File: src/rtl/fpu_mant_mul_seq.sv
// rtl/fpu_mant_mul_seq.sv - iterative radix-2 shift-add significand multiplier
//
// Computes the 2*MANT_W product of two significands (hidden bit included)
// over MANT_W cycles. It then normalises the product in one further cycle,
// producing the significand, exponent adjust and guard/sticky bits for the
// exponent/pack stage.
//
// Optional build macro: FPU_MUL_RNE_EN
//   defined   - round-to-nearest-even is applied in NORM
//   undefined - the result is truncated
//
// Ports:
//   clk        clock, rising edge
//   reset      asynchronous, active-high reset
//   start      operation request, sampled only while idle
//   a_mant     operand A significand (MSB = hidden bit)
//   b_mant     operand B significand (MSB = hidden bit)
//   busy       high while multiplying or normalising
//   done       one-cycle pulse; results are valid from this cycle on
//   prod_mant  normalised product significand (MSB = hidden bit)
//   exp_adj    exponent increment owed by normalisation/rounding
//   guard      first bit below the prod_mant LSB (pre-round)
//   sticky     OR of all bits below guard (pre-round)
//   zero       full product is zero
module fpu_mant_mul_seq #(
  parameter int MANT_W = 8,
  parameter int CNT_W  = $clog2(MANT_W + 1)
) (
  input  logic              clk,
  input  logic              reset,
  input  logic              start,
  input  logic [MANT_W-1:0] a_mant,
  input  logic [MANT_W-1:0] b_mant,
  output logic              busy,
  output logic              done,
  output logic [MANT_W-1:0] prod_mant,
  output logic [1:0]        exp_adj,
  output logic              guard,
  output logic              sticky,
  output logic              zero
);

  typedef enum logic [1:0] {
    S_IDLE = 2'd0,
    S_MUL  = 2'd1,
    S_NORM = 2'd2
  } state_t;

  localparam logic [CNT_W-1:0] CNT_LAST = CNT_W'(MANT_W - 1);

  state_t              state;
  state_t              state_next;
  logic [2*MANT_W-1:0] mcand;
  logic [MANT_W-1:0]   mplier;
  logic [2*MANT_W-1:0] acc;
  logic [CNT_W-1:0]    cnt;

  logic [MANT_W-1:0]   n_mant;
  logic [1:0]          n_adj;
  logic                n_guard;
  logic                n_sticky;
  logic                n_zero;
`ifdef FPU_MUL_RNE_EN
  logic                round_up;
  logic [MANT_W:0]     rnd;
`endif

  always_ff @(posedge clk or posedge reset) begin
    if (reset) begin
      state <= S_IDLE;
    end else begin
      state <= state_next;
    end
  end

  always_comb begin
    state_next = state;
    case (state)
      S_IDLE:  if (start) state_next = S_MUL;
      S_MUL:   if (cnt == CNT_LAST) state_next = S_NORM;
      S_NORM:  state_next = S_IDLE;
      default: state_next = S_IDLE;
    endcase
  end

  assign busy = (state != S_IDLE);

  // The normalisation shift is at most one place. Unnormalised operands
  // may leave the hidden-bit position clear; that is passed through as-is.
  always_comb begin
    n_zero = (acc == '0);
    if (acc[2*MANT_W-1]) begin
      n_mant   = acc[2*MANT_W-1:MANT_W];
      n_guard  = acc[MANT_W-1];
      n_sticky = |acc[MANT_W-2:0];
      n_adj    = 2'd1;
    end else begin
      n_mant   = acc[2*MANT_W-2:MANT_W-1];
      n_guard  = acc[MANT_W-2];
      n_sticky = |acc[MANT_W-3:0];
      n_adj    = 2'd0;
    end
`ifdef FPU_MUL_RNE_EN
    round_up = n_guard & (n_sticky | n_mant[0]);
    rnd      = {1'b0, n_mant} + {{MANT_W{1'b0}}, round_up};
    // An all-ones significand rounds up to 1.000.. one binade higher.
    if (rnd[MANT_W]) begin
      n_mant = {1'b1, {(MANT_W-1){1'b0}}};
      n_adj  = n_adj + 2'd1;
    end else begin
      n_mant = rnd[MANT_W-1:0];
    end
`endif
    if (n_zero) begin
      n_mant   = '0;
      n_adj    = 2'd0;
      n_guard  = 1'b0;
      n_sticky = 1'b0;
    end
  end

  always_ff @(posedge clk or posedge reset) begin
    if (reset) begin
      mcand     <= '0;
      mplier    <= '0;
      acc       <= '0;
      cnt       <= '0;
      done      <= 1'b0;
      prod_mant <= '0;
      exp_adj   <= 2'd0;
      guard     <= 1'b0;
      sticky    <= 1'b0;
      zero      <= 1'b0;
    end else begin
      done <= 1'b0;
      case (state)
        S_IDLE: begin
          if (start) begin
            mcand  <= {{MANT_W{1'b0}}, a_mant};
            mplier <= b_mant;
            acc    <= '0;
            cnt    <= '0;
          end
        end
        S_MUL: begin
          if (mplier[0]) acc <= acc + mcand;
          mcand  <= mcand << 1;
          mplier <= mplier >> 1;
          cnt    <= cnt + 1'b1;
        end
        S_NORM: begin
          prod_mant <= n_mant;
          exp_adj   <= n_adj;
          guard     <= n_guard;
          sticky    <= n_sticky;
          zero      <= n_zero;
          done      <= 1'b1;
        end
        default: ;
      endcase
    end
  end

endmodule

File: config.mk
export PLATFORM = sky130hd
export DESIGN_NAME = fpu_mant_mul_seq
export DESIGN_NICKNAME = d
export VERILOG_FILES = /design/src/rtl/fpu_mant_mul_seq.sv
export SDC_FILE = /design/constraint.sdc
export NUM_CORES = 1
export LEC_CHECK = 0
export CAP_MARGIN = 20
export CORE_UTILIZATION = 51
export DETAILED_ROUTE_END_ITERATION = 8
export PLACE_DENSITY = 0.74
export SETUP_SLACK_MARGIN = 0.05
export SYNTH_ARGS = -nofsm -noshare
export SYNTH_HDL_FRONTEND = slang
export SYNTH_SLANG_ARGS = --single-unit
File: constraint.sdc
create_clock -name clk -period 2 [get_ports clk]
set_input_delay 0.5 -clock clk [delete_from_list [all_inputs] [get_ports clk]]
set_output_delay 0.5 -clock clk [all_outputs]
set_load 0.005 [all_outputs]
Word level (Yosys, flattened, before mapping)
Cells that the tools add are included.
{ "totals": {"elab_cells": 49, "input_bits": 19, "memories": 0, "out_inout_bits": 15, "ramBits": 0, "reg_bits": 60, "romBits": 0, "latchBits": 0} }
{ "classes": {"n_mul": 0, "add_sub_neg": 2, "muxes": 21, "shifts": 0, "n_reduce_logical": 9, "n_eq_ne": 6, "bitwise_logic": 0, "n_div": 0, "order_cmp": 0} }
{ "op_table": {"columns": ["cell", "count"], "rows": [
  ["$pmux W16 S2", 2],
  ["$mux W16", 3],
  ["$mux W8", 3],
  ["$add A16 B16 Y16", 1],
  ["$logic_not A16 Y1", 1],
  ["$pmux W8 S2", 1],
  ["$pmux W4 S2", 1],
  ["$reduce_or A7 Y1", 1],
  ["$mux W1", 6],
  ["$mux W2", 3],
  ["$ne A2 B2 Y1 const B", 3],
  ["$reduce_or A6 Y1", 1],
  ["$add A4 B1 Y4 const B", 1],
  ["$eq A4 B3 Y1 const B", 1],
  ["$mux W4", 1],
  ["$pmux W2 S2", 1],
  ["$reduce_and A2 Y1", 2],
  ["$reduce_bool A2 Y1", 2],
  ["$reduce_and A3 Y1", 1],
  ["$eq A2 B1 Y1 const B", 1],
  ["$eq A2 B2 Y1 const B", 1],
  ["$logic_not A2 Y1", 1]
]} }

Longest topological paths before layout
Gate-level depths: netlist (run 1).
{ "logic_depth": {"depth_word": 3, "depth_mapped": 10, "ltp_nobuf": 10} }

Worst setup path before layout (run 1)
No wires, ideal clock.
{ "synth_path": {"path_type": "reg-to-reg", "startpoint": "register mcand[0]", "endpoint": "register acc[12]", "synth_period_minus_slack_ns": 1.968, "t_required_ns": 1.868, "path_buffers": 0, "setup_time_ns": 0.132, "slack_ns": 0.032, "path_stages_with_launch": 11, "arrival_time_ns": 1.836, "cell_sequence": "dfrtp_1 ha_1 inv_1 fa_1 inv_1 a21oi_1 o221ai_2 a311oi_1 o21bai_1 xnor2_1 o21ai_1"} }
{ "synth_between": {"elab_chain_len": 3} }
{ "synth_lines": {"columns": ["item", "line_no", "rtl"], "rows": [
  ["start: declaration", "53", "logic [2*MANT_W-1:0] mcand;"],
  ["start signal: assignment", "139", "mcand <= {{MANT_W{1'b0}}, a_mant};"],
  ["start signal: assignment", "147", "mcand <= mcand << 1;"],
  ["$add A16 B16 Y16", "146", "if (mplier[0]) acc <= acc + mcand;"],
  ["$mux W16", "146", null],
  ["$pmux W16 S2", "136", "case (state)"],
  ["end signal: assignment", "146", null],
  ["end: declaration", "55", "logic [2*MANT_W-1:0] acc;"]
]} }
No other way between the ends. The select of a mux whose other input is x is not followed.
A chain may end at the register's enable or synchronous reset.

Worst setup path in the final report (run 1)
{ "layout_path": {"startpoint": "register acc[0]", "endpoint": "register acc[14]"} }
{ "layout_between": {"elab_chain_len": 3} }
{ "layout_lines": {"columns": ["item", "line_no"], "rows": [
  ["$add A16 B16 Y16", "146"],
  ["$mux W16", "146"],
  ["$pmux W16 S2", "136"]
]} }
No other way between the ends. The select of a mux whose other input is x is not followed.

==> summary.txt, run 1 <==
Worst setup path
  – Worst Reg2Reg Path Length in Cells: 10
  – Flop-to-flop setup slack: 30 ps
  – Worst Path Arrival: 2230 ps
  – Crit-path max FO: 3
  – Largest stage delay on the critical path: 400 ps
  – R2R Path Start: acc[0]
  – CP Launch Point: acc[0]
  – Most frequent CP cell: inv_2
  – Critical Path Sink Type: register
  – Worst R2R End: acc[14]
  – Required time of the critical path: 2260 ps
  – Critical Path Start Type: register
  – CP Cell Sequence: ha_2 > inv_2 > fa_2 > inv_2 > a21oi_2 > o221ai_2 > a21o_1 > nor4b_2 > a21oi_1 > o21ai_1
  – CP max stage cell: dfrtp_1
  – Setup CP Type: register to register

Detailed routing
  – Post-Route WL: 7.24 mm
  – Initial DRC count: 169
  – Via Count: 2592
  – Router iterations before antenna repair: 5
  – Post-DR wirelength/cell: 15.6 microns
  – DR vias/cell: 5.59
  – Post-DRT Antenna Nets: 0
  – Drc violations: 0

Pwr
  – Maximum vdd drop: 0.999 mV
  – Total power: 0.00731 W
  – Pwr dens: 1760 nW/um^2
  – Pleak: 1.92 nW

Clocking
  – Hold-fix buffers, CTS: 0
  – CTS buffer count: 9
  – Clk slew on worst S/H paths: 70 ps
  – Maximum clock insertion buffer count: 2
  – Clk_lat worst skew: 340 ps
  – Clock sink count: 59
  – H-tree depth: 3
  – Root buffer cell: clkbuf_8
  – CTS tree: done

Synth
  – Flops & latches, synth: 59
  – Post-Syn Instances: 325
  – Leading area contributor after synthesis: dfrtp_1
  – Synth area leaders: dfrtp_1, mux2i_1, ha_1, nand2_1, o21ai_0
  – Mean Syn Cell Area: 9.82 sq um
  – Seq/Total Area, Yosys: 46.3%
  – Largest family of logic cells by synthesized area: compound AO/OA/AOI/OAI gates
  – Compound-gate portion of the synthesized area: 21.0%
  – XOR/XNOR Fraction of Synth Area: 3.29%
  – Synth Area in Simple Gates: 11.5%
  – Synth top area share: 46.3%
  – Synth warnings: 0
  – Count leader, synth: dfrtp_1
  – Post-synth EDFFs: 0
  – Ys flop type: dfrtp_1
  – Netlist cell types: 45
  – Mapped cell area: 3190 sq um
  – Post-synthesis mux area share: 7.25%
  – Syn Nets: 361
  – Post-Synth Adder-Cell Area: 6.90%
  – Synth top cells by count: dfrtp_1, nand2_1, o21ai_0
  – Async set-reset flop share out of synthesis: 100%

Timing
  – Slew margin rel.: 60.6%
  – Final worst path period need: 1970 ps
  – Max Slew Vio Count: 0
  – Fmax: 0.507 GHz
  – Measured slew at the worst slew-check pin: 591 ps
  – Skew final: 9.74 ps
  – Fin. Hold Viols: 0
  – Final period util: 98.7%
  – Fin Hold WS: 478 ps
  – RSZ-0062 raised after global routing: true
  – Total negative slack: 0 ps
  – Setup violations, final: 0

Placed design
  – GPL Wtd Cong: 0.871
  – Final HPWL DP: 5.05 mm
  – Area after DPL: 3730 sq um
  – IO buf count: 32

Job
  – Max-cap viol count: 0

GRT
  – Overflow left after global routing: 0
  – Vias in the first global route: 2633
  – Initial antenna violation count: 0
  – GRT Util Overall: 25.2%
  – First-pass GRT wire length: 12.3 mm
  – Largest net degree at the start of global routing: 27

Cells and area
  – Post-route cell area: 4160 sq um
  – Fillcell total: 433
  – Area Growth Syn to Fin: 30.3%
  – Antenna fix cells: 0
  – Fraction of layout cells with a size suffix above 1: 20.1%
  – Fin util: 69.4%
  – Nets: 420

Floorplanning
  – Die area: 6580 sq um
  – FP Rows: 28
  – Core ar.: 5990 sq um
  – Die width: 81.1 microns
  – Starting density of the core: 53.3%
  – IO Count: 34
  – Die Span Y: 81.1 microns

Hold path
  – Hold path endpoint: prod_mant[5]
  – Worst Hold Class: register to register
  – Hold Crit Depth: 2
  – Hold_sp: prod_mant[5]

Status
  – Status: completed
==> routing by layer <==
layer	part of all wire [%]	global-route usage [%]	vias up
li1	-	-	1282
met1	47	31.7	1249
met2	48	41.6	49
met3	3.3	4.94	12
met4	1.6	11.8	0
met5	0	0	-
==> cell type report <==
cell class / count / area [sq um] / share of cell area [%]
Multi-Input combinational cell: 238 / 1700 / 40.8
Sequential cell: 59 / 1480 / 35.6
Timing Repair Buffer: 63 / 591 / 14.2
Clock buffer: 13 / 179 / 4.30
Tap cell: 75 / 93.8 / 2.26
Clock inverter: 3 / 67.6 / 1.62
Inverter: 13 / 52.6 / 1.26
==> worst max-delay path: cells and delay by family, from the launching register on <==
family,cells,cell delay (ps)
DFF,1,400
buffers and inverters,2,90
and+or+nand+nor,1,300
adders and majority gates,2,390
AOI/OAI and AO/OA,5,720
==> power by group <==
group	internal, W	switching (W)
Clock	0.000838	0.000488
Sequential	0.00171	0.000447
Combinational	0.00185	0.00198
==> flip-flops by register name, summed over array words and instances, names as in the netlist <==
name / flops
acc: 16
mcand: 16
mplier: 8
prod_mant: 8
cnt: 4
state: 2
done: 1
exp_adj: 1
guard: 1
sticky: 1
zero: 1
==> how the worst max path moves through the flow <==
stage,end,cells past startpoint
after floorplan,acc[12],10
after global placement,acc[15],8
after detailed placement,acc[12],10
after CTS,acc[12],10
after global routing,acc[15],8
final,acc[14],10
==> stage by stage <==
step	std cells	setup slack, ps
after floorplan	325	60.5
after global placement	437	36.7
after detailed placement	437	-29.2
after CTS	459	42.3
after global routing	464	-86.9
final	464	26.3
==> cell usage in the layout, fill, tap and decap left out, drive strengths merged, types with 2 or more instances in the layout <==
master | Yosys | final
nor3 | 3 | 3
nand2b | 3 | 3
buf | 7 | 31
o22ai | 2 | 2
nor4 | 3 | 3
bufinv | 0 | 2
clkdlybuf4s50 | 0 | 32
nor2 | 9 | 9
nand2 | 53 | 53
a31oi | 2 | 2
inv | 13 | 12
o21bai | 3 | 3
clkbuf | 8 | 13
dfrtp | 59 | 59
clkinvlp | 0 | 2
a32o | 2 | 2
a22o | 11 | 11
o211ai | 2 | 2
nand3 | 5 | 5
o31ai | 2 | 2
xor2 | 7 | 7
o21ai | 46 | 46
a21o | 8 | 8
xnor2 | 5 | 5
a21oi | 18 | 18
mux2i | 22 | 22
nand4 | 2 | 2
ha | 16 | 16
==> timing repair <==
action | 4_1_cts | 5_1_grt
pin swaps | 9 | 10
gates resized for setup | 10 | 11
setup endpoints to repair | 8 | 10
buffers inserted | 6 | 5
==> cell families (layout without fill, tap and decap cells) <==
logic type | Yosys count | after routing
AOI/OAI and AO/OA | 101 | 101
and+or+nand+nor | 84 | 84
DFF | 59 | 59
buffers and inverters | 28 | 92
muxes | 23 | 23
adders and majority gates | 17 | 17
xor gates and xnor gates | 12 | 12
other | 1 | 1
(Power assumes the default switching activity.)
==> inputs of run 2 (changes only) <==
Settings changed: CAP_MARGIN 20 to 5, CORE_MARGIN from default to 2.
==> summary.txt, run 2 (synthesis gave the netlist of run 1 again) <==
Timing
  – Fin Hold WS: 480 ps
  – Skew final: 9.64 ps
  – RSZ-0062 raised after global routing: true
  – Max Slew Vio Count: 0
  – Fmax: 0.503 GHz
  – Final period util: 99.3%
  – Slew margin rel.: 63.4%
  – Measured slew at the worst slew-check pin: 549 ps
  – Setup violations, final: 0
  – Fin. Hold Viols: 0
  – Setup ws final: 13.8 ps
  – Final worst path period need: 1990 ps

GRT
  – Overflow left after global routing: 0
  – Largest net degree at the start of global routing: 60
  – GRT Util Overall: 21.6%
  – GRT met3 Usage: 5.86%
  – Initial antenna violation count: 0
  – Grt peak-use layer: met2
  – Vias in the first global route: 2520
  – M1 GR Usage: 29.0%
  – Met2 Track Usage GR: 32.2%
  – First-pass GRT wire length: 11.9 mm

Floorplanning
  – IO Count: 34
  – Core ar.: 5990 sq um
  – Die width: 83.1 microns
  – Die area: 6910 sq um
  – Die Span Y: 83.1 microns
  – Starting density of the core: 53.3%
  – FP Rows: 28

Cells and area
  – Commonest non-fill, non-tap cell in the layout: dfrtp_1
  – Layout Cells excl Fill: 460
  – Fraction of layout cells with a size suffix above 1: 18.7%
  – Antenna fix cells: 0
  – Area Growth Syn to Fin: 28.5%
  – Largest regs: acc (16), mcand (16)
  – Post-route cell area: 4100 sq um
  – Nets: 416
  – Most frequent cells in the layout: dfrtp_1, nand2_1, clkdlybuf4s50_1
  – Fillcell total: 452
  – Fin util: 68.5%

Worst setup path
  – Worst Path Arrival: 2200 ps
  – Setup CP Type: register to register
  – Required time of the critical path: 2220 ps
  – Crit-path max FO: 3
  – CP max stage cell: dfrtp_1
  – Critical Path Sink Type: register
  – Most frequent CP cell: inv_2
  – CP Cell Sequence: ha_2 > inv_2 > fa_2 > inv_2 > a21oi_4 > o221ai_2 > a311oi_1 > o21bai_1 > xnor2_1 > o21ai_1
  – Largest stage delay on the critical path: 360 ps
  – Critical Path Start Type: register

Status
  – Status: completed

Detailed routing
  – DR vias/cell: 5.63
  – Router iterations before antenna repair: 4
  – Post-Route WL: 7.03 mm
  – Post-DRT Antenna Nets: 0
  – Initial DRC count: 117
  – Via Count: 2590
  – Post-DR wirelength/cell: 15.3 microns
  – Drc violations: 0

Pwr
  – Pwr dens: 1760 nW/um^2
  – Pleak: 1.90 nW
  – Maximum vdd drop: 0.980 mV

Clocking
  – CTS tree: done
  – CTS buffer count: 9
  – Hold-fix buffers, CTS: 0
  – H-tree depth: 3
  – Clk slew on worst S/H paths: 70 ps
  – Clock sink count: 59
  – Maximum clock insertion buffer count: 2
  – Clk_lat worst skew: 340 ps
  – Root buffer cell: clkbuf_8

Placed design
  – GPL Wtd Cong: 0.865
  – Area after DPL: 3720 sq um
  – Final HPWL DP: 4.77 mm
  – IO buf count: 32
  – Dpl cells: 437
  – Place WS: -24.2 ps

Hold path
  – Worst Hold Class: register to register

Job
  – Max-cap viol count: 0
[run 2: cell types whose count changed in the layout (fill, tap and decap cells not counted), sizes merged]
cell	before	now
clkinvlp	2	1
clkinv	0	3
buf	31	27
clkbuf	13	11
[run 2: worst max-delay path, delay by kind of cell (launching register included)]
family	cells	cell delay (ps)
fa+ha+maj	2	560
xor+xnor	1	140
buf+inv	2	130
flops	1	360
compound gates	5	690
[run 2: report_power, final]
group	leakage, nW	switching (W)	total [W]	internal, W
clock network	0.119	0.000470	0.00123	0.000763
registers	0.762	0.000419	0.00212	0.00171
logic	1.02	0.00201	0.00386	0.00185
[run 2: final cells by class]
cell class,instances,area [sq um],area share [%]
sequential,59,1480,36.0
clock buffer,11,151,3.69
inverter,13,52.6,1.28
clock inverter,5,75.1,1.83
timing repair buffer,59,552,13.4
multi-input combinational,238,1700,41.4
tap,75,93.8,2.29
[run 2: what timing repair did]
| item | in CTS | in global routing |
|---|---|---|
| endpoints found under the hold margin | 0 | 0 |
| cloned | 0 | 0 |
| buffers inserted | 4 | 3 |
| pin swaps | 7 | 11 |
| gates resized for setup | 11 | 11 |
| endpoints found under the setup margin | 7 | 8 |
[run 2: metal layers]
metal / vias to the layer above / wire length, microns
li1: 1275 / -
met1: 1242 / 3210
met2: 54 / 3320
met3: 19 / 273
met4: 0 / 230
met5: - / 0
[run 2: through the flow]
stage | total power, W | TNS [ps]
floorplan | 0.00453 | 0
global placement | 0.00552 | 0
detailed placement | 0.00565 | -53.7
CTS | 0.00707 | 0
global route | 0.00775 | -215
finish | 0.00722 | 0
[run 2: final timing paths]
kind	start	end	slack [ps]	depth (start not counted)
max	mcand[0]	acc[12]	10	10
min	prod_mant[4]	prod_mant[4]	480	2
min reg2reg	prod_mant[4]	prod_mant[4]	480	2
max in group asynchronous	reset	mcand[4]	1150	3
min in group asynchronous	reset	state[1]	590	3
max reg2reg	mcand[0]	acc[12]	10	10
